<file path="config.mk">
export PLATFORM = sky130hd
export DESIGN_NAME = step_sequencer_core_flat
export DESIGN_NICKNAME = d
export VERILOG_FILES = /design/src/rtl/step_sequencer_core_if.sv /design/src/rtl/step_sequencer_core.sv /design/src/flat_wrapper.sv
export SDC_FILE = /design/constraint.sdc
export NUM_CORES = 1
export LEC_CHECK = 0
export ABC_CLOCK_PERIOD_IN_PS = 5200
export CAP_MARGIN = 20
export CORE_AREA = 2 2 121 123
export CTS_BUF_LIST = sky130_fd_sc_hd__clkbuf_4
export CTS_CLUSTER_DIAMETER = 60
export DETAILED_ROUTE_END_ITERATION = 10
export DIE_AREA = 0 0 123 125
export MAX_ROUTING_LAYER = met4
export PLACE_DENSITY = 0.81
export SETUP_SLACK_MARGIN = 0.2
export SLEW_MARGIN = 20
export SYNTH_ARGS = -nofsm -noshare
export SYNTH_HDL_FRONTEND = slang
export SYNTH_SLANG_ARGS = --single-unit
</file>
<file path="constraint.sdc">
create_clock -name MCLK -period 5.2 [get_ports MCLK]
set_clock_uncertainty 0.1 [all_clocks]
set_input_delay 1.04 -clock MCLK [delete_from_list [all_inputs] [get_ports MCLK]]
set_output_delay 1.04 -clock MCLK [all_outputs]
set_load 0.005 [all_outputs]
</file>
<file path="src/rtl/step_sequencer_core_if.sv">
// Control/pattern bus between the drum sequencer core and its host/audio stage.
// master = host side driving controls and reading pattern/step; slave = sequencer core.
interface step_sequencer_core_if;
    logic        poweron;
    logic        run;
    logic [7:0]  bpm;
    logic        edit_toggle;
    logic [2:0]  edit_row;
    logic [3:0]  edit_step;
    logic        clear_all;
    logic [15:0] row0;
    logic [15:0] row1;
    logic [15:0] row2;
    logic [15:0] row3;
    logic [15:0] row4;
    logic [15:0] row5;
    logic [15:0] row6;
    logic [3:0]  counter;
    logic        step_tick;
    logic        running;

    modport master (
        output poweron, run, bpm, edit_toggle, edit_row, edit_step, clear_all,
        input  row0, row1, row2, row3, row4, row5, row6, counter, step_tick, running
    );

    modport slave (
        input  poweron, run, bpm, edit_toggle, edit_row, edit_step, clear_all,
        output row0, row1, row2, row3, row4, row5, row6, counter, step_tick, running
    );
endinterface

</file>
<file path="src/rtl/step_sequencer_core.sv">
// 7x16 drum pattern store plus tempo-driven 16-step counter; a phase accumulator
// adds the clamped bpm every MCLK and steps when it crosses CLK_HZ*15.
module step_sequencer_core #(
    parameter int unsigned CLK_HZ  = 12288000,
    parameter int unsigned BPM_MIN = 40,
    parameter int unsigned BPM_MAX = 240
) (
    input  logic                        MCLK,
    input  logic                        reset,
    step_sequencer_core_if.slave        bus
);
    localparam int unsigned THRESH = CLK_HZ * 15;
    localparam int unsigned ACC_W  = $clog2(THRESH + BPM_MAX + 1);
    localparam logic [ACC_W-1:0] THRESH_W  = THRESH[ACC_W-1:0];
    localparam logic [7:0]       BPM_MIN_B = BPM_MIN[7:0];
    localparam logic [7:0]       BPM_MAX_B = BPM_MAX[7:0];

    typedef enum logic {STOP, RUN} state_t;

    state_t           state_q, state_d;
    logic [ACC_W-1:0] acc_q, acc_d;
    logic [3:0]       counter_q, counter_d;
    logic             tick_q, tick_d;
    logic [15:0]      rows_q [7];
    logic [15:0]      rows_d [7];

    logic [7:0]       bpm_c;
    logic [ACC_W-1:0] nxt;
    logic             go;

    always_comb begin
        if (bus.bpm < BPM_MIN_B)      bpm_c = BPM_MIN_B;
        else if (bus.bpm > BPM_MAX_B) bpm_c = BPM_MAX_B;
        else                          bpm_c = bus.bpm;
    end

    assign go  = bus.poweron & bus.run;
    assign nxt = acc_q + ACC_W'(bpm_c);

    always_comb begin
        state_d   = state_q;
        acc_d     = acc_q;
        counter_d = counter_q;
        tick_d    = 1'b0;
        case (state_q)
            STOP: begin
                acc_d     = '0;
                counter_d = '0;
                // Entry edge is the start cycle: step 0 sounds immediately.
                if (go) begin
                    state_d = RUN;
                    tick_d  = 1'b1;
                end
            end
            RUN: begin
                if (!go) begin
                    state_d   = STOP;
                    acc_d     = '0;
                    counter_d = '0;
                end else if (nxt >= THRESH_W) begin
                    acc_d     = nxt - THRESH_W;
                    counter_d = counter_q + 4'd1;
                    tick_d    = 1'b1;
                end else begin
                    acc_d = nxt;
                end
            end
            default: state_d = STOP;
        endcase
    end

    always_comb begin
        rows_d = rows_q;
        if (bus.clear_all) begin
            rows_d = '{default: '0};
        end else if (bus.edit_toggle && bus.edit_row != 3'd7) begin
            rows_d[bus.edit_row][bus.edit_step] = ~rows_q[bus.edit_row][bus.edit_step];
        end
    end

    always_ff @(posedge MCLK) begin
        if (reset) begin
            state_q   <= STOP;
            acc_q     <= '0;
            counter_q <= '0;
            tick_q    <= 1'b0;
            rows_q    <= '{default: '0};
        end else begin
            state_q   <= state_d;
            acc_q     <= acc_d;
            counter_q <= counter_d;
            tick_q    <= tick_d;
            rows_q    <= rows_d;
        end
    end

    assign bus.row0      = rows_q[0];
    assign bus.row1      = rows_q[1];
    assign bus.row2      = rows_q[2];
    assign bus.row3      = rows_q[3];
    assign bus.row4      = rows_q[4];
    assign bus.row5      = rows_q[5];
    assign bus.row6      = rows_q[6];
    assign bus.counter   = counter_q;
    assign bus.step_tick = tick_q;
    assign bus.running   = (state_q == RUN);
endmodule

</file>
<file path="src/flat_wrapper.sv">
// flat-port wrapper written by rule: the top's interface ports become plain ports
module step_sequencer_core_flat 
#(
    parameter int unsigned CLK_HZ  = 12288000,
    parameter int unsigned BPM_MIN = 40,
    parameter int unsigned BPM_MAX = 240
)
  (MCLK, reset, bus_poweron, bus_run, bus_bpm, bus_edit_toggle, bus_edit_row, bus_edit_step, bus_clear_all, bus_row0, bus_row1, bus_row2, bus_row3, bus_row4, bus_row5, bus_row6, bus_counter, bus_step_tick, bus_running);
  step_sequencer_core_if bus_i ();
  input  logic MCLK;
  input  logic reset;
  input wire logic [$bits(bus_i.poweron)-1:0] bus_poweron;
  input wire logic [$bits(bus_i.run)-1:0] bus_run;
  input wire logic [$bits(bus_i.bpm)-1:0] bus_bpm;
  input wire logic [$bits(bus_i.edit_toggle)-1:0] bus_edit_toggle;
  input wire logic [$bits(bus_i.edit_row)-1:0] bus_edit_row;
  input wire logic [$bits(bus_i.edit_step)-1:0] bus_edit_step;
  input wire logic [$bits(bus_i.clear_all)-1:0] bus_clear_all;
  output wire logic [$bits(bus_i.row0)-1:0] bus_row0;
  output wire logic [$bits(bus_i.row1)-1:0] bus_row1;
  output wire logic [$bits(bus_i.row2)-1:0] bus_row2;
  output wire logic [$bits(bus_i.row3)-1:0] bus_row3;
  output wire logic [$bits(bus_i.row4)-1:0] bus_row4;
  output wire logic [$bits(bus_i.row5)-1:0] bus_row5;
  output wire logic [$bits(bus_i.row6)-1:0] bus_row6;
  output wire logic [$bits(bus_i.counter)-1:0] bus_counter;
  output wire logic [$bits(bus_i.step_tick)-1:0] bus_step_tick;
  output wire logic [$bits(bus_i.running)-1:0] bus_running;
  assign bus_i.poweron = bus_poweron;
  assign bus_i.run = bus_run;
  assign bus_i.bpm = bus_bpm;
  assign bus_i.edit_toggle = bus_edit_toggle;
  assign bus_i.edit_row = bus_edit_row;
  assign bus_i.edit_step = bus_edit_step;
  assign bus_i.clear_all = bus_clear_all;
  assign bus_row0 = bus_i.row0;
  assign bus_row1 = bus_i.row1;
  assign bus_row2 = bus_i.row2;
  assign bus_row3 = bus_i.row3;
  assign bus_row4 = bus_i.row4;
  assign bus_row5 = bus_i.row5;
  assign bus_row6 = bus_i.row6;
  assign bus_counter = bus_i.counter;
  assign bus_step_tick = bus_i.step_tick;
  assign bus_running = bus_i.running;
  step_sequencer_core #(.CLK_HZ(CLK_HZ), .BPM_MIN(BPM_MIN), .BPM_MAX(BPM_MAX)) u_core (.MCLK(MCLK), .reset(reset), .bus(bus_i));
endmodule
</file>
==> impl_metrics.tcl, run 1 <==
set metrics [dict create \
    cts.root.buffer_cell "sky130_fd_sc_hd__clkbuf_4" \
    timing.final.setup_violations 0 \
    postSynth.topFlopCell "sky130_fd_sc_hd__dfxtp_1" \
    max_stage_delay_ns 0.56 \
    tritoncts "built" \
    timing_worst_setup_path_type "input pin to register" \
    die_h_um 125 \
    synth_edf_count 0 \
    synthToLayoutAreaGrowth_pct 25.8 \
    tightest_slew_ns 1.06 \
    syn_inst 927 \
    yosysTopAreaCell "sky130_fd_sc_hd__dfxtp_1" \
    clk-insertion-delay-late_ns 0.59 \
    multi_input_area_sq_mm 0.00434 \
    clkTransAtPathRegs_ns 0.13 \
    syn_avg_cell_area_sq_um 8.17 \
    postCtsHoldBufs 0 \
    first_global_vias 7409 \
    initial_antenna_violation_count 1 \
    maxcap_violations 0 \
    cp-end-kind "register" \
    std_cell_rows 44 \
    sequential_cell_area_sq_mm 0.00292 \
    grt_max_degree 80 \
    max_fanout_on_critical_path 5 \
    routed_wirelength_um 25300 \
    place_hpwl_um 17300 \
    cpMaxStageDelayCell "sky130_fd_sc_hd__clkdlybuf4s50_1" \
    outcome "complete, no violations" \
    p_leak_uw 0.00303 \
    final_min_period_over_clock_period_pct 89.8 \
    cts.repair_timing.setup_buffer_count 0 \
    routedWlPerCell_um 20.3 \
    dr_total_vias 8200 \
    via_per_inst 6.58 \
    timing_max_transition_violations_final 0 \
    netlist.area_leader.share_pct 38.6 \
    gp_congestion 0.951 \
    critPathRequiredTime_ns 5.56 \
    io_pins 139 \
    share_of_final_layout_standard_cells_stronger_than_drive_strength_1_pct 10.4 \
    timing.critical_path.max_delay_family "simple AND/OR/NAND/NOR gates" \
    most_common_library_cell_in_the_layout_ignoring_fill_and_taps "sky130_fd_sc_hd__dfxtp_1" \
    vdd_drop_max_mv 0.188 \
    synth_area_leaders "sky130_fd_sc_hd__dfxtp_1 (39%), sky130_fd_sc_hd__a21oi_1 (9.4%), sky130_fd_sc_hd__a311oi_1 (6.4%)" \
    relSlewSlack_pct 29.0 \
    critical_path_arrival_ns 5.03 \
    drt_iter0_markers 1130 \
    worst_hold_slack_ns 0.395 \
    final_net_count 1081 \
    grt_usage_pct 33.4 \
    synthesis.area_sq_mm 0.00758 \
    timing.fmax_mhz 214 \
    io_buffer_count 138 \
    yosysUniqueCellTypes 61 \
    power_per_cell_area_mw_per_mm2 220 \
    clock_sinks 146 \
    yosysWarnings 0 \
    filler_cell_count 1222 \
    unrepaired_setup_endpoints_after_global_routing "false" \
    timing.critical_path.from_type "input pin" \
    die-area_sq_mm 0.0154 \
    period_minus_slack_ns 4.67 \
    cp_num_buf_inv 1 \
    finalInstanceArea_sq_mm 0.00953 \
    hold_viol 0 \
    synth.net_count 959 \
    synth_async_sr_flop_share_pct 0 \
    synth_sequential_area_ratio_pct 38.6 \
    post_cts_resize_count 0 \
    die_width_um 123 \
    detail_route.drc_violations 0 \
    initial_core_utilization_pct 53.3 \
    min-delay-path-class "register to register" \
    dpl_cell_area_sq_mm 0.00922 \
    wire_length_of_the_first_global_routing_pass_um 39300 \
    numCtsBuffers 17 \
    layout_common_cells "sky130_fd_sc_hd__dfxtp_1 (146), sky130_fd_sc_hd__a21oi_1 (143), sky130_fd_sc_hd__clkdlybuf4s50_1 (137)" \
    synth.ff_latch_count 146 \
    clk_path_buf_depth 2 \
    ant_nets 0 \
    timing.critical_path.cells "clkdlybuf4s50_1 > nand3_1 > a2bb2oi_1 > and2_1 > ha_1 > fa_1 > a211oi_1 > o211ai_2 > nor4b_4 > xor2_1 > o221ai_1 > or3_4 > o21a_1 > or4_1 > mux2i_1" \
    first_pass_iters 8 \
    grt.overflow.total 0 \
    htreeDepth 4 \
    std_cell_core_area_sq_mm 0.0142 \
]
==> final cells by class <==
cell class	count	area share (%)
antenna	1	0.0263
timing repair buffer	181	18.2
tap	184	2.42
clock inverter	12	1.42
inverter	8	0.315
sequential	146	30.7
clock buffer	19	1.50
multi-input combinational	695	45.5
==> per-stage QoR <==
step	utilization (%)	TNS (ns)	std cells	worst slack (ns)	power (uW)
detailed placement	64.9	-0.0338	1213	-0.0335	1380
floorplan	-	0	927	0.737	1300
global placement	64.9	0	1213	0.0926	1380
finish	67.1	0	1246	0.531	2100
global route	67.1	0	1246	0.362	2170
CTS	66.9	0	1244	0.579	2090
==> cells by family (layout without fill, tap and decap cells) <==
group,Yosys count,in the layout,synth area share (%)
AND/OR/NAND/NOR,276,276,18.2
other,0,1,0
multiplexers,29,29,4.82
flip-flops,146,146,38.6
adder cells (fa/ha/maj),11,11,1.92
buffers and inverters,86,220,4.38
XOR/XNOR,26,26,3.01
AO/OA/AOI/OAI,353,353,29.1
==> synthesized netlist by cell type (all sizes together) (9+ instances only) <==
library cell and count:
ha 10, o21ai 79, o221ai 13, nor3 10, xor2 12, o22ai 13
nand3 50, a311oi 55, mux2i 14, nand4 31, mux2 10, dfxtp 146
buf 21, nor2b 9, xnor2 14, nand2 54, a21oi 144, nor2 73
clkbuf 57
==> per-layer routing <==
metal	vias up	GRT usage (%)	part of all wire, %
met1	3853	42.9	40
li1	3750	-	-
met3	97	8.35	11
met4	0	14.0	4.1
met2	500	49.8	46
met5	-	-	0
==> sequential cells by signal, summed over array words and instances, names as in the netlist <==
name                  cells
u_core.bus.row4          16
u_core.bus.row5          16
u_core.bus.running        1
u_core.bus.row3          16
u_core.bus.row2          16
u_core.bus.row6          16
u_core.bus.row0          16
u_core.bus.step_tick      1
u_core.bus.row1          16
u_core.bus.counter        4
u_core.acc_q             28
==> worst reg2reg max path, delay by kind of cell (launching register included) <==
family                     cells  cell delay (ns)
muxes                          1             0.14
and+or+nand+nor                3             1.10
DFF                            1             0.33
adders and majority gates      2             0.63
AOI/OAI and AO/OA              4             0.94
xor gates and xnor gates       1             0.18
==> worst paths after layout <==
check / from / end / slack [ns] / cells past startpoint
max: bus_bpm[6] / u_core.acc_q[21]$_SDFF_PP0_ / 0.53 / 15
min: u_core.bus.row1[4]$_SDFFE_PP0P_ / u_core.bus.row1[4]$_SDFFE_PP0P_ / 0.39 / 2
max reg2reg: u_core.acc_q[0]$_SDFF_PP0_ / u_core.acc_q[21]$_SDFF_PP0_ / 1.69 / 11
min reg2reg: u_core.bus.row1[4]$_SDFFE_PP0P_ / u_core.bus.row1[4]$_SDFFE_PP0P_ / 0.39 / 2
==> report_power, final <==
group | total, uW | leakage, uW | switching [uW] | internal [uW]
sequential | 1120 | 0.00118 | 1.73 | 1120
combinational | 250 | 0.00170 | 170 | 80.1
clock | 724 | 0.000153 | 429 | 295
Note: power is estimated with default switching activity, not from simulation.
==> run 2: changes to the inputs <==
--- a/config.mk
+++ b/config.mk
@@ -5,15 +5,15 @@
 export SDC_FILE = /design/constraint.sdc
 export NUM_CORES = 1
 export LEC_CHECK = 0
-export ABC_CLOCK_PERIOD_IN_PS = 5200
+export ABC_CLOCK_PERIOD_IN_PS = 5550
 export CAP_MARGIN = 20
-export CORE_AREA = 2 2 121 123
+export CORE_AREA = 2 2 117 119
 export CTS_BUF_LIST = sky130_fd_sc_hd__clkbuf_4
 export CTS_CLUSTER_DIAMETER = 60
 export DETAILED_ROUTE_END_ITERATION = 10
-export DIE_AREA = 0 0 123 125
+export DIE_AREA = 0 0 119 121
 export MAX_ROUTING_LAYER = met4
-export PLACE_DENSITY = 0.81
+export PLACE_DENSITY = 0.86
 export SETUP_SLACK_MARGIN = 0.2
 export SLEW_MARGIN = 20
 export SYNTH_ARGS = -nofsm -noshare
==> constraint.sdc (replaced) <==
create_clock -name MCLK -period 5.55 [get_ports MCLK]
set_clock_uncertainty 0.1 [all_clocks]
set_input_delay 1.11 -clock MCLK [delete_from_list [all_inputs] [get_ports MCLK]]
set_output_delay 1.11 -clock MCLK [all_outputs]
set_load 0.005 [all_outputs]
==> run 2 against run 1 <==
Effect of this change: cell count is 2.2% lower; die area is 6.3% lower; clock power is 15% higher; combinational power is 10% lower; total power is 0.57% higher; critical endpoint is now u_core.bus.counter[2]$_SDFFE_PP0P_; count of clock-buffer cells in the layout is 1 lower; global-route usage is 1.1 points higher; sequential power is 6% lower; hold slack hardly changed; first-iteration DRC count is 7.3% higher.
==> impl_metrics.tcl, run 2 (synthesized netlist as in run 1, its figures left out) <==
set metrics [dict create \
    outcome "complete, no violations" \
    p_leak_uw 0.00296 \
    ant_nets 0 \
    wire_length_of_the_first_global_routing_pass_um 38200 \
    finalInstanceArea_sq_mm 0.00943 \
    die_width_um 119 \
    maxcap_violations 0 \
    cp-end-kind "register" \
    die-area_sq_mm 0.0144 \
    critical_path_arrival_ns 5.28 \
    period_minus_slack_ns 4.90 \
    gp_congestion 0.946 \
    post_layout_power_uw 2110 \
    first_global_vias 7195 \
    cts.repair_timing.setup_buffer_count 0 \
    timing.critical_path.cells "clkdlybuf4s50_1 > o21ai_0 > a2bb2oi_1 > and2_1 > ha_1 > fa_1 > a211oi_1 > o211ai_2 > nor4b_4 > xor2_1 > o221ai_1 > or3_4 > o21a_1 > buf_4 > or3_1 > a21oi_1" \
    tritoncts "built" \
    tightest_slew_ns 1.06 \
    initial_core_utilization_pct 57.9 \
    regMostFlops "u_core.acc_q" \
    routedWlPerCell_um 20.4 \
    die_h_um 121 \
    reg2reg_setup_slack_ns 1.93 \
    htreeDepth 4 \
    place_hpwl_um 16800 \
    synthToLayoutAreaGrowth_pct 24.5 \
    clk-insertion-delay-late_ns 0.58 \
    cpMaxStageDelayCell "sky130_fd_sc_hd__clkdlybuf4s50_1" \
    initial_antenna_violation_count 0 \
    placement.setup.worst_slack_ns 0.134 \
    postCtsHoldBufs 0 \
    io_buffer_count 138 \
    post_cts_resize_count 0 \
    unrepaired_setup_endpoints_after_global_routing "false" \
    clkTransAtPathRegs_ns 0.14 \
    grt_usage_pct 34.5 \
    timing.fmax_mhz 204 \
    timing.rr.end "u_core.bus.counter[2]$_SDFFE_PP0P_" \
    insertedDiodeCount 0 \
    largest_register_ffs 28 \
    power_per_cell_area_mw_per_mm2 223 \
    grt_max_degree 67 \
    dpl_cell_area_sq_mm 0.00908 \
    critPathRequiredTime_ns 5.93 \
    timing.critical_path.from "bus_bpm[4]" \
    reg2reg_from "u_core.acc_q[0]$_SDFF_PP0_" \
    grt.overflow.total 0 \
    most_common_library_cell_in_the_layout_ignoring_fill_and_taps "sky130_fd_sc_hd__dfxtp_1" \
    numCtsBuffers 17 \
    io_pins 139 \
    timing.critical_path.from_type "input pin" \
    share_of_final_layout_standard_cells_stronger_than_drive_strength_1_pct 8.64 \
    final_min_period_over_clock_period_pct 88.2 \
    routed_wirelength_um 24900 \
    relSlewSlack_pct 29.5 \
    timing_worst_setup_path_type "input pin to register" \
    min-delay-path-class "register to register" \
    final_critical_path_setup_slack_ns 0.653 \
    cts.root.buffer_cell "sky130_fd_sc_hd__clkbuf_4" \
    clock_sinks 146 \
    dr_total_vias 8146 \
    final_net_count 1061 \
    clk_path_buf_depth 2 \
    rr_worst_depth 12 \
    std_cell_core_area_sq_mm 0.0131 \
    max_fanout_on_critical_path 12 \
    hold_viol 0 \
    via_per_inst 6.69 \
    vdd_drop_max_mv 0.200 \
    first_pass_iters 6 \
    drt_iter0_markers 1212 \
    std_cell_rows 42 \
    layout_common_cells "sky130_fd_sc_hd__dfxtp_1 (146), sky130_fd_sc_hd__a21oi_1 (143), sky130_fd_sc_hd__clkdlybuf4s50_1 (138)" \
    detail_route.drc_violations 0 \
    timing_max_transition_violations_final 0 \
    setup_total_negative_slack_ns 0 \
    timing.critical_path.to "u_core.bus.counter[2]$_SDFFE_PP0P_" \
    timing.final.setup_violations 0 \
    max_stage_delay_ns 0.45 \
]
## run 2: changes by cell type in the layout (fill, tap and decap cells not counted), moves of 2 or more
cell                        previous run  this run
sky130_fd_sc_hd__clkinv_4              5         1
sky130_fd_sc_hd__bufinv_16             2         5
sky130_fd_sc_hd__clkinv_2              3         1
sky130_fd_sc_hd__inv_6                 1         5
sky130_fd_sc_hd__buf_4                41        22
## run 2: critical path: cells and delay by family
family	cells	cell delay, ns
adder cells (fa/ha/maj)	2	0.66
AO/OA/AOI/OAI	7	1.52
buffers and inverters	2	0.62
XOR/XNOR	1	0.24
AND/OR/NAND/NOR	4	1.14
## run 2: layout make-up
cell class	count	area, sq um
Inverter	8	30.0
Timing Repair Buffer	161	1570
Sequential cell	146	2920
Fill cell	1068	3650
Clock buffer	18	135
Multi-Input combinational cell	695	4340
Clock inverter	14	223
Tap cell	176	220
## run 2: how the worst min path moves through the flow
stage	slack, ns	startpoint	end	depth (start not counted)
after floorplan	0.36	u_core.bus.row1[4]$_SDFFE_PP0P_	u_core.bus.row1[4]$_SDFFE_PP0P_	2
after global placement	0.36	u_core.bus.row0[4]$_SDFFE_PP0P_	u_core.bus.row0[4]$_SDFFE_PP0P_	2
after detailed placement	0.37	u_core.bus.row1[4]$_SDFFE_PP0P_	u_core.bus.row1[4]$_SDFFE_PP0P_	2
after CTS	0.39	u_core.bus.row1[4]$_SDFFE_PP0P_	u_core.bus.row1[4]$_SDFFE_PP0P_	2
after global routing	0.41	u_core.bus.row4[4]$_SDFFE_PP0P_	u_core.bus.row4[4]$_SDFFE_PP0P_	2
final	0.39	u_core.bus.row1[4]$_SDFFE_PP0P_	u_core.bus.row1[4]$_SDFFE_PP0P_	2
## run 2: per-stage QoR
step	std cells	util, %	hold slack [ns]
after floorplan	927	-	0.362
final	1218	72.1	0.395
after global placement	1186	69.4	0.363
after CTS	1218	72.1	0.395
after detailed placement	1186	69.4	0.373
after global routing	1218	72.1	0.412
## run 2: report_power, final
| part | switching [uW] | internal, uW | total, uW |
|---|---|---|---|
| Sequential | 1.64 | 1050 | 1050 |
| Combinational | 158 | 66.5 | 224 |
| Clock | 418 | 414 | 833 |
| Total | 578 | 1530 | 2110 |
## run 2: metal layers
metal	track usage [%]	vias up	wire, um
met5	-	-	0
li1	-	3716	-
met1	44.8	3732	9880
met2	51.9	587	11200
met3	7.75	111	2840
met4	15.0	0	924
